File: config.mk
export PLATFORM = sky130hd
export DESIGN_NAME = dmem_arbiter_flat
export DESIGN_NICKNAME = d
export VERILOG_FILES = /design/src/rtl/dmem_pkg.sv /design/src/rtl/dmem_arbiter_if.sv /design/src/rtl/dmem_rd_return.sv /design/src/rtl/dmem_arbiter.sv /design/src/flat_wrapper.sv
export SDC_FILE = /design/constraint.sdc
export NUM_CORES = 1
export LEC_CHECK = 0
export ABC_AREA = 1
export CAP_MARGIN = 5
export CORE_AREA = 2 2 94 96
export DETAILED_ROUTE_END_ITERATION = 8
export DIE_AREA = 0 0 96 98
export PLACE_DENSITY = 0.69
export SLEW_MARGIN = 20
export SYNTH_ARGS = -nofsm -noshare
export SYNTH_HDL_FRONTEND = slang
export SYNTH_SLANG_ARGS = --single-unit
File: constraint.sdc
create_clock -name clk -period 2.5 [get_ports clk]
set_input_delay 0.75 -clock clk [delete_from_list [all_inputs] [get_ports clk]]
set_output_delay 0.75 -clock clk [all_outputs]
set_load 0.005 [all_outputs]
File: src/rtl/dmem_pkg.sv
// Shared definitions for the data-memory arbiter: funct3 codes, FSM encoding, legality check.
package dmem_pkg;

  localparam logic [2:0] F3_B   = 3'b000;
  localparam logic [2:0] F3_H   = 3'b001;
  localparam logic [2:0] F3_W   = 3'b010;
  localparam logic [2:0] F3_BU  = 3'b100;
  localparam logic [2:0] F3_HU  = 3'b101;
  localparam logic [2:0] F3_NOP = 3'b011;

  typedef enum logic [1:0] {
    IDLE  = 2'd0,
    OWN0  = 2'd1,
    OWN1  = 2'd2,
    LOCK1 = 2'd3
  } arb_state_t;

  function automatic logic f3_legal(input logic we, input logic [2:0] funct3);
    logic ok;
    ok = 1'b0;
    case (funct3)
      F3_B, F3_H, F3_W: ok = 1'b1;
      F3_BU, F3_HU:     ok = !we;
      default:          ok = 1'b0;
    endcase
    return ok;
  endfunction

endpackage

File: src/rtl/dmem_arbiter_if.sv
// One requester port of the data-memory arbiter; master = requester side, slave = arbiter side.
interface dmem_port_if #(
  parameter int ADDR_W = 10,
  parameter int DATA_W = 32
);
  logic              req;
  logic              we;
  logic [2:0]        funct3;
  logic [ADDR_W-1:0] addr;
  logic [DATA_W-1:0] wdata;
  logic              lock;
  logic              gnt;
  logic              rvalid;
  logic [DATA_W-1:0] rdata;
  logic              err;

  modport master (output req, we, funct3, addr, wdata, lock,
                  input  gnt, rvalid, rdata, err);
  modport slave  (input  req, we, funct3, addr, wdata, lock,
                  output gnt, rvalid, rdata, err);
endinterface

File: src/rtl/dmem_rd_return.sv
// Read-return pipe: one-deep register of (pending, owner), steers mem_rdata to the owner next cycle.
// No stall: a new load grant simply overwrites the entry consumed this cycle.
module dmem_rd_return #(
  parameter int DATA_W = 32
) (
  input  logic              clk,
  input  logic              rst,
  input  logic              issue,
  input  logic              owner,
  input  logic [DATA_W-1:0] mem_rdata,
  output logic              rvalid0,
  output logic              rvalid1,
  output logic [DATA_W-1:0] rdata0,
  output logic [DATA_W-1:0] rdata1
);

  logic rd_pending;
  logic rd_owner;

  always_ff @(posedge clk or posedge rst) begin
    if (rst) begin
      rd_pending <= 1'b0;
      rd_owner   <= 1'b0;
    end else begin
      rd_pending <= issue;
      if (issue) rd_owner <= owner;
    end
  end

  assign rvalid0 = rd_pending && !rd_owner;
  assign rvalid1 = rd_pending &&  rd_owner;
  assign rdata0  = rvalid0 ? mem_rdata : '0;
  assign rdata1  = rvalid1 ? mem_rdata : '0;

endmodule

File: src/rtl/dmem_arbiter.sv
// Two-port round-robin arbiter for the single-port data memory, with a bounded port-1 burst lock.
// Grant is combinational in the request cycle; load data returns one cycle later; losers simply hold req.
module dmem_arbiter
  import dmem_pkg::*;
#(
  parameter int ADDR_W   = 10,
  parameter int DATA_W   = 32,
  parameter int MAX_LOCK = 8,
  parameter int LOCK_CW  = 4
) (
  input  logic              clk,
  input  logic              rst,
  dmem_port_if.slave        p0,
  dmem_port_if.slave        p1,
  output logic              mem_we,
  output logic [2:0]        mem_funct3,
  output logic [ADDR_W-1:0] mem_addr,
  output logic [DATA_W-1:0] mem_wdata,
  input  logic [DATA_W-1:0] mem_rdata
);

  arb_state_t         state, state_n;
  logic               rr_ptr, rr_n;
  logic [LOCK_CW-1:0] lock_cnt, cnt_n;
  logic               gnt0, gnt1;
  logic               lock_full;
  logic               sel_we, legal, any_gnt;
  logic [2:0]         sel_f3;
  logic               rv0, rv1;
  logic [DATA_W-1:0]  rd0, rd1;

  assign lock_full = (lock_cnt == LOCK_CW'(MAX_LOCK));

  always_ff @(posedge clk or posedge rst) begin
    if (rst) begin
      state    <= IDLE;
      rr_ptr   <= 1'b0;
      lock_cnt <= '0;
    end else begin
      state    <= state_n;
      rr_ptr   <= rr_n;
      lock_cnt <= cnt_n;
    end
  end

  always_comb begin
    state_n = state;
    rr_n    = rr_ptr;
    cnt_n   = lock_cnt;
    gnt0    = 1'b0;
    gnt1    = 1'b0;
    if (state == LOCK1 && p1.req && !(lock_full && p0.req)) begin
      gnt1 = 1'b1;
      if (p1.lock) begin
        state_n = LOCK1;
        if (p0.req) cnt_n = lock_cnt + LOCK_CW'(1);
      end else begin
        state_n = OWN1;
        cnt_n   = '0;
        if (p0.req) rr_n = 1'b0;
      end
    end else if (state == LOCK1 && lock_full && p0.req) begin
      // Burst budget spent: port 0 gets one beat and port 1 is favoured afterwards.
      gnt0    = 1'b1;
      state_n = OWN0;
      rr_n    = 1'b1;
      cnt_n   = '0;
    end else begin
      cnt_n = '0;
      if (p0.req && p1.req) begin
        gnt0 = !rr_ptr;
        gnt1 = rr_ptr;
        rr_n = !rr_ptr;
      end else begin
        gnt0 = p0.req;
        gnt1 = p1.req;
      end
      if (gnt0) begin
        state_n = OWN0;
      end else if (gnt1) begin
        if (p1.lock) begin
          state_n = LOCK1;
          cnt_n   = LOCK_CW'(1);
        end else begin
          state_n = OWN1;
        end
      end else begin
        state_n = IDLE;
      end
    end
  end

  assign sel_we   = gnt1 ? p1.we     : p0.we;
  assign sel_f3   = gnt1 ? p1.funct3 : p0.funct3;
  assign any_gnt  = gnt0 || gnt1;
  assign legal    = f3_legal(sel_we, sel_f3);

  // Illegal or absent commands become a no-op read so the memory read register holds.
  assign mem_we     = any_gnt && legal && sel_we;
  assign mem_funct3 = (any_gnt && legal) ? sel_f3 : F3_NOP;
  assign mem_addr   = gnt1 ? p1.addr  : p0.addr;
  assign mem_wdata  = gnt1 ? p1.wdata : p0.wdata;

  assign p0.gnt = gnt0;
  assign p1.gnt = gnt1;
  assign p0.err = gnt0 && !legal;
  assign p1.err = gnt1 && !legal;

  dmem_rd_return #(.DATA_W(DATA_W)) u_rd_return (
    .clk       (clk),
    .rst       (rst),
    .issue     (any_gnt && legal && !sel_we),
    .owner     (gnt1),
    .mem_rdata (mem_rdata),
    .rvalid0   (rv0),
    .rvalid1   (rv1),
    .rdata0    (rd0),
    .rdata1    (rd1)
  );

  assign p0.rvalid = rv0;
  assign p1.rvalid = rv1;
  assign p0.rdata  = rd0;
  assign p1.rdata  = rd1;

endmodule

File: src/flat_wrapper.sv
// flat-port wrapper written by rule: the top's interface ports become plain ports
module dmem_arbiter_flat import dmem_pkg::*;
#(
  parameter int ADDR_W   = 10,
  parameter int DATA_W   = 32,
  parameter int MAX_LOCK = 8,
  parameter int LOCK_CW  = 4
)
  (clk, rst, mem_we, mem_funct3, mem_addr, mem_wdata, mem_rdata, p0_req, p0_we, p0_funct3, p0_addr, p0_wdata, p0_lock, p0_gnt, p0_rvalid, p0_rdata, p0_err, p1_req, p1_we, p1_funct3, p1_addr, p1_wdata, p1_lock, p1_gnt, p1_rvalid, p1_rdata, p1_err);
  dmem_port_if #(.ADDR_W(ADDR_W), .DATA_W(DATA_W)) p0_i ();
  dmem_port_if #(.ADDR_W(ADDR_W), .DATA_W(DATA_W)) p1_i ();
  input  logic clk;
  input  logic rst;
  output logic mem_we;
  output logic [2:0] mem_funct3;
  output logic [ADDR_W-1:0] mem_addr;
  output logic [DATA_W-1:0] mem_wdata;
  input  logic [DATA_W-1:0] mem_rdata;
  input wire logic [$bits(p0_i.req)-1:0] p0_req;
  input wire logic [$bits(p0_i.we)-1:0] p0_we;
  input wire logic [$bits(p0_i.funct3)-1:0] p0_funct3;
  input wire logic [$bits(p0_i.addr)-1:0] p0_addr;
  input wire logic [$bits(p0_i.wdata)-1:0] p0_wdata;
  input wire logic [$bits(p0_i.lock)-1:0] p0_lock;
  output wire logic [$bits(p0_i.gnt)-1:0] p0_gnt;
  output wire logic [$bits(p0_i.rvalid)-1:0] p0_rvalid;
  output wire logic [$bits(p0_i.rdata)-1:0] p0_rdata;
  output wire logic [$bits(p0_i.err)-1:0] p0_err;
  input wire logic [$bits(p1_i.req)-1:0] p1_req;
  input wire logic [$bits(p1_i.we)-1:0] p1_we;
  input wire logic [$bits(p1_i.funct3)-1:0] p1_funct3;
  input wire logic [$bits(p1_i.addr)-1:0] p1_addr;
  input wire logic [$bits(p1_i.wdata)-1:0] p1_wdata;
  input wire logic [$bits(p1_i.lock)-1:0] p1_lock;
  output wire logic [$bits(p1_i.gnt)-1:0] p1_gnt;
  output wire logic [$bits(p1_i.rvalid)-1:0] p1_rvalid;
  output wire logic [$bits(p1_i.rdata)-1:0] p1_rdata;
  output wire logic [$bits(p1_i.err)-1:0] p1_err;
  assign p0_i.req = p0_req;
  assign p0_i.we = p0_we;
  assign p0_i.funct3 = p0_funct3;
  assign p0_i.addr = p0_addr;
  assign p0_i.wdata = p0_wdata;
  assign p0_i.lock = p0_lock;
  assign p0_gnt = p0_i.gnt;
  assign p0_rvalid = p0_i.rvalid;
  assign p0_rdata = p0_i.rdata;
  assign p0_err = p0_i.err;
  assign p1_i.req = p1_req;
  assign p1_i.we = p1_we;
  assign p1_i.funct3 = p1_funct3;
  assign p1_i.addr = p1_addr;
  assign p1_i.wdata = p1_wdata;
  assign p1_i.lock = p1_lock;
  assign p1_gnt = p1_i.gnt;
  assign p1_rvalid = p1_i.rvalid;
  assign p1_rdata = p1_i.rdata;
  assign p1_err = p1_i.err;
  dmem_arbiter #(.ADDR_W(ADDR_W), .DATA_W(DATA_W), .MAX_LOCK(MAX_LOCK), .LOCK_CW(LOCK_CW)) u_core (.clk(clk), .rst(rst), .p0(p0_i), .p1(p1_i), .mem_we(mem_we), .mem_funct3(mem_funct3), .mem_addr(mem_addr), .mem_wdata(mem_wdata), .mem_rdata(mem_rdata));
endmodule
==> impl_metrics.prom, run 1 <==
# TYPE chip_impl_metric gauge
chip_impl_metric{name="vias",unit=""} 3125
chip_impl_metric{name="firstDrtPassIters",unit=""} 4
chip_impl_metric{name="grt_overflow",unit=""} 0
chip_impl_metric{name="vdd.ir_drop.worst",unit="mV"} 0.149
chip_impl_metric{name="synth_enable_flop_cells",unit=""} 0
chip_impl_info{name="tritoncts",value="done"} 1
chip_impl_info{name="combinational_family_with_the_most_area_after_synthesis",value="simple AND/OR/NAND/NOR gates"} 1
chip_impl_metric{name="synth_fp_nets",unit=""} 470
chip_impl_metric{name="drt_drc_violations_left",unit=""} 0
chip_impl_metric{name="clkSlewWorstSetupHoldPaths",unit="ns"} 0.04
chip_impl_metric{name="mappedNetlistArea",unit="µm²"} 1630
chip_impl_metric{name="via_count_of_the_first_global_routing_pass",unit=""} 3024
chip_impl_metric{name="critical-path-max-stage-delay",unit="ns"} 0.21
chip_impl_info{name="worstReg2RegStart",value="u_core.lock_cnt[0]"} 1
chip_impl_metric{name="max_freq",unit="MHz"} 342
chip_impl_metric{name="post-route-period-util",unit=""} 1.17
chip_impl_metric{name="critical_path.max_fanout",unit=""} 4
chip_impl_info{name="cp_common_cell",value="sky130_fd_sc_hd__buf_6"} 1
chip_impl_info{name="cp_top_family",value="buffers and inverters"} 1
chip_impl_metric{name="routabilityCongestion",unit=""} 0.938
chip_impl_metric{name="path_buf_inv",unit=""} 6
chip_impl_metric{name="basic_gate_share_of_the_synthesized_area_counting_and_or_nand_and_nor_cells",unit=""} 0.620
chip_impl_metric{name="netlist.area_leader.share",unit=""} 0.336
chip_impl_info{name="yosys-top-cells-count",value="sky130_fd_sc_hd__nand2_1 (146), sky130_fd_sc_hd__nor2_1 (71), sky130_fd_sc_hd__inv_1 (52), sky130_fd_sc_hd__clkbuf_1 (14), sky130_fd_sc_hd__dfrtp_1 (9)"} 1
chip_impl_metric{name="clock_tree_buffer_depth",unit=""} 2
chip_impl_metric{name="io_buffer_count",unit=""} 244
chip_impl_metric{name="total_power",unit="W"} 0.00166
chip_impl_metric{name="layout-drive-gt1-share",unit=""} 0.253
chip_impl_metric{name="cap_violations",unit=""} 0
chip_impl_info{name="rsz0062_at_grt",value="true"} 1
chip_impl_metric{name="fillcell_total",unit=""} 829
chip_impl_metric{name="footprint_of_the_multi_input_gates",unit="µm²"} 1250
chip_impl_metric{name="initial_antenna_violation_count",unit=""} 1
chip_impl_metric{name="power_density",unit="nW/µm²"} 350
chip_impl_info{name="synth_flop_cell",value="sky130_fd_sc_hd__dfrtp_1"} 1
chip_impl_info{name="netlist_top_cells_area",value="sky130_fd_sc_hd__nand2_1 (34%), sky130_fd_sc_hd__nor2_1 (16%), sky130_fd_sc_hd__dfrtp_1 (14%), sky130_fd_sc_hd__inv_1 (12%), sky130_fd_sc_hd__clkbuf_1 (3.2%)"} 1
chip_impl_metric{name="route.antenna.remaining_nets",unit=""} 0
chip_impl_metric{name="grtUsageTotal",unit=""} 0.197
chip_impl_metric{name="async_reset_ff_frac",unit=""} 1.00
chip_impl_metric{name="start_util",unit=""} 0.193
chip_impl_metric{name="seq_area",unit="µm²"} 225
chip_impl_metric{name="p_leak",unit="nW"} 2.77
chip_impl_metric{name="core.rowCount",unit=""} 34
chip_impl_metric{name="ys_ff_latch",unit=""} 9
chip_impl_info{name="timing.critical_path.from",value="p0_req"} 1
chip_impl_metric{name="clock_tree.htree_level_count",unit=""} 1
chip_impl_metric{name="slew_headroom",unit=""} 0.779
chip_impl_metric{name="worstSetupPathDepth",unit=""} 14
chip_impl_metric{name="initialDrtViolationCount",unit=""} 81
chip_impl_info{name="outcome",value="finished, violations left"} 1
chip_impl_metric{name="postSynthAreaPerCell",unit="µm²"} 4.83
chip_impl_metric{name="floorplan.die.height",unit="µm"} 98
chip_impl_metric{name="layout.nets",unit=""} 761
chip_impl_info{name="failed_checks",value="setup timing"} 1
chip_impl_metric{name="clock_latency",unit="ns"} 0.23
chip_impl_metric{name="synth_mux_area_frac",unit=""} 0
chip_impl_info{name="min-delay-path-class",value="reg2reg"} 1
chip_impl_info{name="timing.rr.end",value="u_core.u_rd_return.rd_owner"} 1
chip_impl_metric{name="areaGrowthSynthToFinish",unit="%"} 191
chip_impl_metric{name="ctsHoldBuffers",unit=""} 0
chip_impl_info{name="cp_cell_sequence",value="buf_6 -> nand2_4 -> inv_4 -> nand3_4 -> nand2_4 -> buf_6 -> nand3b_1 -> nand2_2 -> nand2_2 -> a21oi_4 -> buf_4 -> buf_6 -> nor2_2 -> buf_2"} 1
chip_impl_metric{name="dieArea",unit="µm²"} 9410
chip_impl_metric{name="fin_worst_skew",unit="ns"} 0.00379
chip_impl_metric{name="worst_pin_slew",unit="ns"} 0.331
chip_impl_metric{name="period_minus_slack",unit="ns"} 2.93
chip_impl_metric{name="syn_inst",unit=""} 338
chip_impl_metric{name="synthAdderAreaFrac",unit=""} 0.0153
chip_impl_info{name="critPathLaunchType",value="primary input"} 1
chip_impl_metric{name="rr_worst_depth",unit=""} 15
chip_impl_info{name="capturing_element_type_of_the_critical_path",value="output pin"} 1
chip_impl_metric{name="routed_wl",unit="µm"} 10000
chip_impl_metric{name="grt_first_pass_wirelength",unit="µm"} 14800
chip_impl_metric{name="synth_cell_types",unit=""} 25
chip_impl_info{name="post-synth-top-count-cell",value="sky130_fd_sc_hd__nand2_1"} 1
chip_impl_metric{name="boundaryPins",unit=""} 246
chip_impl_metric{name="synth_sequential_area_ratio",unit=""} 0.138
chip_impl_metric{name="floorplan.die.width",unit="µm"} 96
chip_impl_metric{name="coreArea",unit="µm²"} 8470
chip_impl_metric{name="grt_max_degree",unit=""} 34
chip_impl_metric{name="critical_path_required",unit="ns"} 1.75
chip_impl_metric{name="final_cell_count_no_fill",unit=""} 737
chip_impl_info{name="critical-path-slowest-cell",value="sky130_fd_sc_hd__a21oi_4"} 1
chip_impl_metric{name="final-max-slew-violation-count",unit=""} 0
chip_impl_metric{name="numPlacedInstances",unit=""} 698
chip_impl_metric{name="synth_warnings",unit=""} 0
chip_impl_metric{name="setup.reg_to_reg.worst_slack",unit="ns"} 0.49
chip_impl_metric{name="detailed_place_hpwl",unit="µm"} 7510
chip_impl_metric{name="synthXorXnorAreaFrac",unit=""} 0.00537
chip_impl_metric{name="post_drt_via_cell_ratio",unit=""} 4.24
chip_impl_metric{name="clock_sink_count",unit=""} 9
chip_impl_metric{name="post_dr_wirelength_cell",unit="µm"} 13.6
chip_impl_info{name="path_class",value="in2out"} 1
chip_impl_metric{name="synth-compound-area-share",unit=""} 0.0429
chip_impl_metric{name="hold_viol",unit=""} 0
chip_impl_metric{name="timing.final.ws_setup",unit="ns"} -0.426
chip_impl_metric{name="cts_inserted_buffers",unit=""} 3
chip_impl_info{name="crit_path_end",value="p0_err"} 1
chip_impl_metric{name="worstPathArrival",unit="ns"} 2.18
chip_impl_metric{name="finalSetupViolCount",unit=""} 50
chip_impl_info{name="cts_root_buffer",value="sky130_fd_sc_hd__clkbuf_8"} 1
chip_impl_info{name="synthDominantAreaCellType",value="sky130_fd_sc_hd__nand2_1"} 1
## what timing repair did
| action | in CTS | in global routing |
|---|---|---|
| endpoints found under the setup margin | 114 | 50 |
| buffers inserted | 13 | 13 |
| gates cloned | 7 | 1 |
| resized for setup | 238 | 63 |
| pin swaps | 11 | 9 |
## cells in the final DEF (no fill, tap or decap), types with 2 or more instances in the layout
cell type / n
sky130_fd_sc_hd__nand2_1: 128
sky130_fd_sc_hd__clkdlybuf4s50_1: 128
sky130_fd_sc_hd__nor2_1: 68
sky130_fd_sc_hd__dlygate4sd2_1: 68
sky130_fd_sc_hd__inv_1: 50
sky130_fd_sc_hd__buf_4: 35
sky130_fd_sc_hd__buf_2: 28
sky130_fd_sc_hd__nand2_2: 22
sky130_fd_sc_hd__clkbuf_2: 13
sky130_fd_sc_hd__buf_6: 10
sky130_fd_sc_hd__dfrtp_1: 9
sky130_fd_sc_hd__nand4_1: 6
sky130_fd_sc_hd__buf_16: 6
sky130_fd_sc_hd__inv_2: 5
sky130_fd_sc_hd__nand2_4: 5
sky130_fd_sc_hd__clkdlybuf4s15_2: 5
sky130_fd_sc_hd__nor2_2: 4
sky130_fd_sc_hd__a21oi_1: 4
sky130_fd_sc_hd__buf_8: 4
sky130_fd_sc_hd__nand3_4: 3
sky130_fd_sc_hd__clkbuf_8: 3
sky130_fd_sc_hd__o21ai_0: 2
sky130_fd_sc_hd__a21oi_4: 2
sky130_fd_sc_hd__bufbuf_16: 2
sky130_fd_sc_hd__buf_12: 2
## cells by family after synthesis
kind of cell	after synthesis
and+or+nand+nor	243
buffers and inverters	73
AOI/OAI and AO/OA	10
DFF	9
adders and majority gates	2
xor gates and xnor gates	1
## registers in the layout, indices dropped and copies added, names as in the netlist
name                           count
u_core.u_rd_return.rd_owner        1
u_core.rr_ptr                      1
u_core.state                       2
u_core.lock_cnt                    4
u_core.u_rd_return.rd_pending      1
## worst min-delay path, delay by kind of cell, from the launching register on
family           cells  cell delay [ns]
flip-flops           1             0.38
AND/OR/NAND/NOR      2             0.13
## power by group
part / total, W / switching, W / internal (W)
Sequential: 0.000181 / 0.0000139 / 0.000167
Clock: 0.000169 / 0.0000582 / 0.000111
Combinational: 0.00131 / 0.000551 / 0.000759
## per-layer routing
layer | track usage | vias to the layer above | routed length [µm]
met1 | 0.210 | 1389 | 3560
met3 | 0.0525 | 12 | 1120
met4 | 0.0527 | 0 | 233
li1 | - | 1561 | -
met5 | 0 | - | 0
met2 | 0.373 | 163 | 5130
## final cells by class
type | count | area share
multi-input cells | 256 | 0.263
repair buffers | 302 | 0.604
diodes | 1 | 0.000527
flip-flops and latches | 9 | 0.0474
inverters | 57 | 0.0467
well taps | 108 | 0.0285
clock buffers | 4 | 0.00949
## through the flow
step                 util  setup WS, ns  hold WS (ns)  TNS (ns)  cell area [µm²]
floorplan               -        -0.126         0.472     -1.94             1670
global placement    0.516         -1.19         0.496    -59.35             4370
detailed placement  0.516         -1.26         0.513    -60.96             4370
CTS                 0.549        -0.357         0.526    -12.03             4650
global route        0.561        -0.515         0.551    -17.07             4750
finish              0.561        -0.426         0.546    -13.14             4750
## worst min path at each step
stage | startpoint | end | slack (ns) | cells past startpoint
after CTS | u_core.u_rd_return.rd_owner | u_core.u_rd_return.rd_owner | 0.53 | 2
after detailed placement | u_core.u_rd_return.rd_owner | u_core.u_rd_return.rd_owner | 0.51 | 2
after floorplan | u_core.u_rd_return.rd_owner | u_core.u_rd_return.rd_owner | 0.47 | 2
after global placement | u_core.u_rd_return.rd_owner | u_core.u_rd_return.rd_owner | 0.50 | 2
after global routing | u_core.u_rd_return.rd_owner | u_core.u_rd_return.rd_owner | 0.55 | 2
final | u_core.u_rd_return.rd_owner | u_core.u_rd_return.rd_owner | 0.55 | 2
Note: power is estimated with default switching activity, not from simulation.
==> run 2: changes to the inputs <==
--- a/config.mk
+++ b/config.mk
@@ -7,10 +7,10 @@
 export LEC_CHECK = 0
 export ABC_AREA = 1
 export CAP_MARGIN = 5
-export CORE_AREA = 2 2 94 96
+export CORE_AREA = 2 2 96 98
 export DETAILED_ROUTE_END_ITERATION = 8
-export DIE_AREA = 0 0 96 98
-export PLACE_DENSITY = 0.69
+export DIE_AREA = 0 0 98 100
+export PLACE_DENSITY = 0.64
 export SLEW_MARGIN = 20
 export SYNTH_ARGS = -nofsm -noshare
 export SYNTH_HDL_FRONTEND = slang
==> constraint.sdc (replaced) <==
create_clock -name clk -period 2.75 [get_ports clk]
set_input_delay 0.825 -clock clk [delete_from_list [all_inputs] [get_ports clk]]
set_output_delay 0.825 -clock clk [all_outputs]
set_load 0.005 [all_outputs]
==> run 2 against run 1 <==
  * The flow still finishes with violations (setup timing)
  * Sequential power shrank 9.9%
  * First-iteration DRC count down 27%
  * Clock-buffer cell count unchanged
  * Largest cell class unchanged
==> impl_metrics.prom, run 2 (synthesis gave the netlist of run 1 again) <==
# TYPE chip_impl_metric gauge
chip_impl_metric{name="clock_sink_count",unit=""} 9
chip_impl_metric{name="final_cell_area",unit="µm²"} 5170
chip_impl_info{name="layout_top_registers",value="u_core.lock_cnt x4, u_core.state x2"} 1
chip_impl_metric{name="initial_antenna_violation_count",unit=""} 1
chip_impl_metric{name="floorplan.die.width",unit="µm"} 98
chip_impl_metric{name="p_leak",unit="nW"} 3.12
chip_impl_metric{name="dpl-instance-area",unit="µm²"} 4350
chip_impl_info{name="max_flop_register",value="u_core.lock_cnt"} 1
chip_impl_metric{name="final_cell_count_no_fill",unit=""} 754
chip_impl_metric{name="firstDrtPassIters",unit=""} 4
chip_impl_info{name="critPathLaunchType",value="primary input"} 1
chip_impl_metric{name="seq_area",unit="µm²"} 225
chip_impl_metric{name="footprint_of_the_multi_input_gates",unit="µm²"} 1450
chip_impl_metric{name="timing.hold.ws",unit="ns"} 0.511
chip_impl_metric{name="fillcell_total",unit=""} 839
chip_impl_info{name="critical-path-slowest-cell",value="sky130_fd_sc_hd__nand3b_1"} 1
chip_impl_metric{name="setup.reg_to_reg.worst_slack",unit="ns"} -0.25
chip_impl_info{name="cp_top_family",value="buffers and inverters"} 1
chip_impl_metric{name="finalSetupViolCount",unit=""} 44
chip_impl_metric{name="grt_first_pass_wirelength",unit="µm"} 15100
chip_impl_info{name="cp_common_cell",value="sky130_fd_sc_hd__buf_4"} 1
chip_impl_info{name="cts_root_buffer",value="sky130_fd_sc_hd__clkbuf_8"} 1
chip_impl_metric{name="final-max-slew-violation-count",unit=""} 0
chip_impl_info{name="outcome",value="finished, violations left"} 1
chip_impl_metric{name="rr_worst_depth",unit=""} 24
chip_impl_metric{name="largest_register_ffs",unit=""} 4
chip_impl_metric{name="post_drt_via_cell_ratio",unit=""} 4.20
chip_impl_metric{name="core.rowCount",unit=""} 35
chip_impl_info{name="timing.rr.end",value="u_core.u_rd_return.rd_owner"} 1
chip_impl_metric{name="clock_tree.htree_level_count",unit=""} 1
chip_impl_metric{name="hold_viol",unit=""} 0
chip_impl_metric{name="initialDrtViolationCount",unit=""} 59
chip_impl_metric{name="numPlacedInstances",unit=""} 701
chip_impl_metric{name="clock_tree_buffer_depth",unit=""} 2
chip_impl_metric{name="fin_worst_skew",unit="ns"} 0.000855
chip_impl_info{name="capturing_element_type_of_the_critical_path",value="flip-flop"} 1
chip_impl_metric{name="vias",unit=""} 3165
chip_impl_info{name="tritoncts",value="done"} 1
chip_impl_info{name="worstReg2RegStart",value="u_core.lock_cnt[0]"} 1
chip_impl_metric{name="clkSlewWorstSetupHoldPaths",unit="ns"} 0.05
chip_impl_info{name="path_class",value="in2reg"} 1
chip_impl_metric{name="routabilityCongestion",unit=""} 0.879
chip_impl_metric{name="route.antenna.remaining_nets",unit=""} 0
chip_impl_metric{name="boundaryPins",unit=""} 246
chip_impl_metric{name="layout-drive-gt1-share",unit=""} 0.338
chip_impl_metric{name="layout.nets",unit=""} 775
chip_impl_info{name="most_common_library_cell_in_the_layout_ignoring_fill_and_taps",value="sky130_fd_sc_hd__clkdlybuf4s50_1"} 1
chip_impl_info{name="min-delay-path-class",value="reg2reg"} 1
chip_impl_metric{name="worstSetupPathDepth",unit=""} 23
chip_impl_info{name="failed_checks",value="setup timing"} 1
chip_impl_info{name="crit_path_end",value="u_core.u_rd_return.rd_owner"} 1
chip_impl_metric{name="worst_pin_slew",unit="ns"} 0.366
chip_impl_metric{name="areaGrowthSynthToFinish",unit="%"} 217
chip_impl_metric{name="post-route-period-util",unit=""} 1.13
chip_impl_info{name="rsz0062_at_grt",value="true"} 1
chip_impl_metric{name="cts_inserted_buffers",unit=""} 3
chip_impl_metric{name="power_density",unit="nW/µm²"} 324
chip_impl_metric{name="grt_overflow",unit=""} 0
chip_impl_metric{name="cap_violations",unit=""} 0
chip_impl_metric{name="io_buffer_count",unit=""} 244
chip_impl_metric{name="critical-path-max-stage-delay",unit="ns"} 0.16
chip_impl_metric{name="path_buf_inv",unit=""} 15
chip_impl_metric{name="floorplan.die.height",unit="µm"} 100
chip_impl_metric{name="timing.final.ws_setup",unit="ns"} -0.344
chip_impl_info{name="layout_common_cells",value="sky130_fd_sc_hd__clkdlybuf4s50_1 (128), sky130_fd_sc_hd__nand2_1 (86), sky130_fd_sc_hd__nor2_1 (67)"} 1
chip_impl_metric{name="drt_drc_violations_left",unit=""} 0
chip_impl_info{name="timing.critical_path.from",value="p0_req"} 1
chip_impl_metric{name="grt_max_degree",unit=""} 34
chip_impl_metric{name="via_count_of_the_first_global_routing_pass",unit=""} 3126
chip_impl_metric{name="post_dr_wirelength_cell",unit="µm"} 13.5
chip_impl_metric{name="detailed_place_hpwl",unit="µm"} 7200
chip_impl_metric{name="max_freq",unit="MHz"} 323
chip_impl_metric{name="routed_wl",unit="µm"} 10100
chip_impl_metric{name="critical_path_required",unit="ns"} 2.92
chip_impl_metric{name="critical_path.max_fanout",unit=""} 4
chip_impl_metric{name="dieArea",unit="µm²"} 9800
chip_impl_metric{name="start_util",unit=""} 0.184
chip_impl_metric{name="worstPathArrival",unit="ns"} 3.26
chip_impl_metric{name="slew_headroom",unit=""} 0.756
chip_impl_metric{name="coreArea",unit="µm²"} 8890
chip_impl_metric{name="vdd.ir_drop.worst",unit="mV"} 0.161
chip_impl_metric{name="grtUsageTotal",unit=""} 0.188
chip_impl_info{name="cp_cell_sequence",value="buf_8 -> nand2_4 -> inv_4 -> nand2_2 -> nand3_4 -> buf_6 -> nand3b_1 -> nand2_4 -> buf_4 -> buf_4 -> buf_4 -> buf_4 -> buf_4 -> buf_4 -> buf_4 -> buf_4 -> buf_4 -> buf_4 -> buf_4 -> buf_4 -> nand4_1 -> nand2_1 -> nand2_1"} 1
chip_impl_metric{name="clock_latency",unit="ns"} 0.23
chip_impl_metric{name="period_minus_slack",unit="ns"} 3.09
-- run 2: routing by layer --
layer,part of all wire,GRT usage
met2,0.54,0.375
met4,0.028,0.0491
met3,0.091,0.0487
met1,0.34,0.192
met5,0,0
-- run 2: worst min-delay path, cell delays in order (launching register included) --
cell                      delay [ns]
sky130_fd_sc_hd__dfrtp_1        0.36
sky130_fd_sc_hd__nand2_1        0.06
sky130_fd_sc_hd__nand2_1        0.05
-- run 2: power by group --
| group | total (W) | internal [W] | switching [W] | leakage [nW] |
|---|---|---|---|---|
| Clock | 0.000156 | 0.000101 | 0.0000545 | 0.0228 |
| Combinational | 0.00135 | 0.000783 | 0.000571 | 2.98 |
| Sequential | 0.000163 | 0.000152 | 0.0000108 | 0.117 |
-- run 2: what timing repair did --
action                                  in CTS  in global routing
gates resized for setup                    290                114
pin swaps                                   19                 27
endpoints found under the setup margin     102                 64
buffers inserted                            35                  5
hold buffers                                 0                  0
cloned                                       8                  1
-- run 2: worst min path at each step --
| stage | start | end | slack (ns) | cells past startpoint |
|---|---|---|---|---|
| floorplan | u_core.u_rd_return.rd_owner | u_core.u_rd_return.rd_owner | 0.47 | 2 |
| global placement | u_core.u_rd_return.rd_owner | u_core.u_rd_return.rd_owner | 0.50 | 2 |
| detailed placement | u_core.u_rd_return.rd_owner | u_core.u_rd_return.rd_owner | 0.50 | 2 |
| CTS | u_core.u_rd_return.rd_owner | u_core.u_rd_return.rd_owner | 0.51 | 2 |
| global route | u_core.u_rd_return.rd_owner | u_core.u_rd_return.rd_owner | 0.56 | 2 |
| finish | u_core.u_rd_return.rd_owner | u_core.u_rd_return.rd_owner | 0.51 | 2 |
-- run 2: area by class of cell --
class,count,area share
flip-flops and latches,9,0.0436
repair buffers,316,0.597
inverters,57,0.0433
well taps,111,0.0269
multi-input cells,256,0.280
diodes,1,0.000484
clock buffers,4,0.00871
-- run 2: per-stage QoR --
step                      total power [W]  setup TNS [ns]  setup WS, ns   util
after floorplan                  0.000533         -0.0264       -0.0264      -
after global placement            0.00118          -50.24         -1.12  0.489
after detailed placement          0.00118          -52.37         -1.17  0.489
after CTS                         0.00157           -6.37        -0.256  0.545
after global routing              0.00180          -10.91        -0.468  0.582
final                             0.00167           -7.11        -0.344  0.582
==> run 3: changes to the inputs <==
--- a/config.mk
+++ b/config.mk
@@ -10,6 +10,7 @@
 export CORE_AREA = 2 2 96 98
 export DETAILED_ROUTE_END_ITERATION = 8
 export DIE_AREA = 0 0 98 100
+export MAX_ROUTING_LAYER = met4
 export PLACE_DENSITY = 0.64
 export SLEW_MARGIN = 20
 export SYNTH_ARGS = -nofsm -noshare
==> run 3 against run 2 <==
  * The run still ends with setup timing left
  * Worst hold slack got worse by 0.00064 ns
  * Non-clock buffer count did not move
  * Clock skew increased by 0.00061 ns
  * Via count decreased by 0.22%
  * Core utilization stayed put
  * First-iteration DRC count increased by 6.8%
  * Critical path type unchanged
  * Critical endpoint unchanged
==> impl_metrics.prom, run 3 (synthesis gave the netlist of run 1 again) <==
# TYPE chip_impl_metric gauge
chip_impl_info{name="critical-path-slowest-cell",value="sky130_fd_sc_hd__nand3b_1"} 1
chip_impl_metric{name="rr_worst_depth",unit=""} 24
chip_impl_metric{name="floorplan.die.width",unit="µm"} 98
chip_impl_metric{name="boundaryPins",unit=""} 246
chip_impl_metric{name="routabilityCongestion",unit=""} 0.894
chip_impl_metric{name="post_dr_wirelength_cell",unit="µm"} 13.4
chip_impl_metric{name="clock_latency",unit="ns"} 0.23
chip_impl_metric{name="cap_violations",unit=""} 0
chip_impl_metric{name="grtUsageTotal",unit=""} 0.193
chip_impl_info{name="timing.rr.end",value="u_core.u_rd_return.rd_owner"} 1
chip_impl_metric{name="pwr-share-clk",unit=""} 0.093
chip_impl_info{name="cp_common_cell",value="sky130_fd_sc_hd__buf_4"} 1
chip_impl_metric{name="int_power",unit="W"} 0.00104
chip_impl_metric{name="post-route-period-util",unit=""} 1.13
chip_impl_metric{name="drt_drc_violations_left",unit=""} 0
chip_impl_metric{name="clkSlewWorstSetupHoldPaths",unit="ns"} 0.05
chip_impl_metric{name="routed_wl",unit="µm"} 10100
chip_impl_metric{name="critical-path-max-stage-delay",unit="ns"} 0.16
chip_impl_metric{name="cts_inserted_buffers",unit=""} 3
chip_impl_metric{name="grt_overflow",unit=""} 0
chip_impl_metric{name="finalSetupViolCount",unit=""} 44
chip_impl_info{name="tritoncts",value="done"} 1
chip_impl_metric{name="timing.hold.ws",unit="ns"} 0.511
chip_impl_metric{name="clock_sink_count",unit=""} 9
chip_impl_metric{name="coreArea",unit="µm²"} 8890
chip_impl_metric{name="p_switching",unit="W"} 0.000636
chip_impl_metric{name="m1WireLength",unit="µm"} 3540
chip_impl_metric{name="firstDrtPassIters",unit=""} 6
chip_impl_metric{name="max_freq",unit="MHz"} 323
chip_impl_metric{name="areaGrowthSynthToFinish",unit="%"} 217
chip_impl_metric{name="post_drt_via_cell_ratio",unit=""} 4.19
chip_impl_metric{name="core.rowCount",unit=""} 35
chip_impl_metric{name="setup_total_negative_slack",unit="ns"} -7.14
chip_impl_metric{name="slew_headroom",unit=""} 0.756
chip_impl_metric{name="layout.nets",unit=""} 775
chip_impl_info{name="failed_checks",value="setup timing"} 1
chip_impl_metric{name="setup.reg_to_reg.worst_slack",unit="ns"} -0.25
chip_impl_metric{name="floorplan.die.height",unit="µm"} 100
chip_impl_metric{name="start_util",unit=""} 0.184
chip_impl_metric{name="p_seq_frac",unit=""} 0.097
chip_impl_metric{name="critical_path.max_fanout",unit=""} 4
chip_impl_metric{name="final_cell_area",unit="µm²"} 5170
chip_impl_info{name="cp_cell_sequence",value="buf_8 -> nand2_4 -> inv_4 -> nand2_2 -> nand3_4 -> buf_6 -> nand3b_1 -> nand2_4 -> buf_4 -> buf_4 -> buf_4 -> buf_4 -> buf_4 -> buf_4 -> buf_4 -> buf_4 -> buf_4 -> buf_4 -> buf_4 -> buf_4 -> nand4_1 -> nand2_1 -> nand2_1"} 1
chip_impl_metric{name="period_minus_slack",unit="ns"} 3.10
chip_impl_metric{name="clock_tree_buffer_depth",unit=""} 2
chip_impl_info{name="uppermost_signal_routing_layer_after_detailed_routing",value="met4"} 1
chip_impl_info{name="worstHoldEndpoint",value="u_core.u_rd_return.rd_owner"} 1
chip_impl_metric{name="grt_max_degree",unit=""} 34
chip_impl_metric{name="io_buffer_count",unit=""} 244
chip_impl_metric{name="hold_viol",unit=""} 0
chip_impl_info{name="min_from",value="u_core.u_rd_return.rd_owner"} 1
chip_impl_metric{name="min_path_cells",unit=""} 2
chip_impl_metric{name="met2_length",unit="µm"} 5450
chip_impl_info{name="layout_top_registers",value="u_core.lock_cnt x4, u_core.state x2"} 1
chip_impl_metric{name="clock_tree.htree_level_count",unit=""} 1
chip_impl_metric{name="detailed_place_hpwl",unit="µm"} 7200
chip_impl_metric{name="initialDrtViolationCount",unit=""} 63
chip_impl_metric{name="via_count_of_the_first_global_routing_pass",unit=""} 3136
chip_impl_info{name="cts_root_buffer",value="sky130_fd_sc_hd__clkbuf_8"} 1
chip_impl_info{name="worstReg2RegStart",value="u_core.lock_cnt[0]"} 1
chip_impl_info{name="layout_common_cells",value="sky130_fd_sc_hd__clkdlybuf4s50_1 (128), sky130_fd_sc_hd__nand2_1 (86), sky130_fd_sc_hd__nor2_1 (67)"} 1
chip_impl_info{name="rsz0062_at_grt",value="true"} 1
chip_impl_info{name="max_flop_register",value="u_core.lock_cnt"} 1
chip_impl_metric{name="worst_pin_slew",unit="ns"} 0.366
chip_impl_metric{name="power_density",unit="nW/µm²"} 323
chip_impl_info{name="critPathLaunchType",value="primary input"} 1
chip_impl_metric{name="largest_register_ffs",unit=""} 4
chip_impl_info{name="outcome",value="finished, violations left"} 1
chip_impl_metric{name="timing.final.ws_setup",unit="ns"} -0.347
chip_impl_metric{name="route.antenna.remaining_nets",unit=""} 0
chip_impl_metric{name="sw_frac_of_total",unit=""} 0.380
chip_impl_metric{name="critical_path_required",unit="ns"} 2.92
chip_impl_metric{name="dpl-instance-area",unit="µm²"} 4350
chip_impl_info{name="path_class",value="in2reg"} 1
chip_impl_metric{name="vias",unit=""} 3158
chip_impl_metric{name="fin_worst_skew",unit="ns"} 0.00146
chip_impl_metric{name="power.combinational.fraction",unit=""} 0.810
chip_impl_metric{name="layout-drive-gt1-share",unit=""} 0.338
chip_impl_info{name="capturing_element_type_of_the_critical_path",value="flip-flop"} 1
chip_impl_metric{name="total_power",unit="W"} 0.00167
chip_impl_metric{name="vdd.ir_drop.worst",unit="mV"} 0.161
chip_impl_metric{name="dieArea",unit="µm²"} 9800
chip_impl_info{name="most_common_library_cell_in_the_layout_ignoring_fill_and_taps",value="sky130_fd_sc_hd__clkdlybuf4s50_1"} 1
chip_impl_metric{name="p_leak",unit="nW"} 3.12
chip_impl_metric{name="met3_length",unit="µm"} 848
chip_impl_metric{name="initial_antenna_violation_count",unit=""} 1
chip_impl_metric{name="utilization",unit=""} 0.582
chip_impl_info{name="min-delay-path-class",value="reg2reg"} 1
chip_impl_metric{name="final-max-slew-violation-count",unit=""} 0
chip_impl_metric{name="grt_first_pass_wirelength",unit="µm"} 15000
chip_impl_metric{name="ctsHoldBuffers",unit=""} 0
chip_impl_metric{name="worstPathArrival",unit="ns"} 3.27
-- run 3: cell counts in the layout (fill, tap and decap cells not counted) --
Identical to the previous run, type by type.
-- run 3: routing by layer --
layer	vias to the layer above	global-route usage
met1	1377	0.200
met4	0	0.0491
met3	17	0.0348
met5	-	-
li1	1591	-
met2	173	0.374
-- run 3: through the flow --
stage | instances | worst slack [ns]
2_1_floorplan | 338 | -0.0264
3_3_place_gp | 701 | -1.12
3_5_place_dp | 701 | -1.17
4_1_cts | 748 | -0.256
5_1_grt | 754 | -0.465
6_report | 754 | -0.347
-- run 3: worst max-delay path by stage --
| stage | start | to | slack (ns) | depth (start not counted) |
|---|---|---|---|---|
| 3_3_place_gp | p0_req | mem_funct3[2] | -1.12 | 14 |
| 4_1_cts | p0_req | mem_funct3[2] | -0.26 | 17 |
| 3_5_place_dp | p0_req | mem_funct3[2] | -1.17 | 14 |
| 5_1_grt | p0_req | mem_funct3[2] | -0.46 | 15 |
| 2_1_floorplan | p0_req | mem_funct3[2] | -0.03 | 15 |
| 6_report | p0_req | u_core.u_rd_return.rd_owner | -0.35 | 23 |
-- run 3: layout make-up --
| class | count | area [µm²] |
|---|---|---|
| Fill cell | 839 | 3720 |
| Timing Repair Buffer | 316 | 3090 |
| Multi-Input combinational cell | 256 | 1450 |
| Sequential cell | 9 | 225 |
| Inverter | 57 | 224 |
| Tap cell | 111 | 139 |
| Clock buffer | 4 | 45.0 |
| Antenna cell | 1 | 2.50 |
-- run 3: power groups by stage --
stage | clock network (W) | logic [W] | registers (W)
after global placement | 0 | 0.00102 | 0.000165
final | 0.000155 | 0.00135 | 0.000163
after floorplan | 0 | 0.000369 | 0.000163
after global routing | 0.000165 | 0.00147 | 0.000166
after CTS | 0.000160 | 0.00124 | 0.000163
after detailed placement | 0 | 0.00102 | 0.000165
-- run 3: worst max-delay path, delay by kind of cell --
family,cells,cell delay (ns)
buffers and inverters,15,1.76
AND/OR/NAND/NOR,8,0.67
-- run 3: what timing repair did --
item / in CTS / in global routing
gates resized for setup: 290 / 114
gates cloned: 8 / 1
pin swaps: 19 / 27
endpoints found under the hold margin: 0 / 0
setup endpoints to repair: 102 / 64
setup buffers: 35 / 5
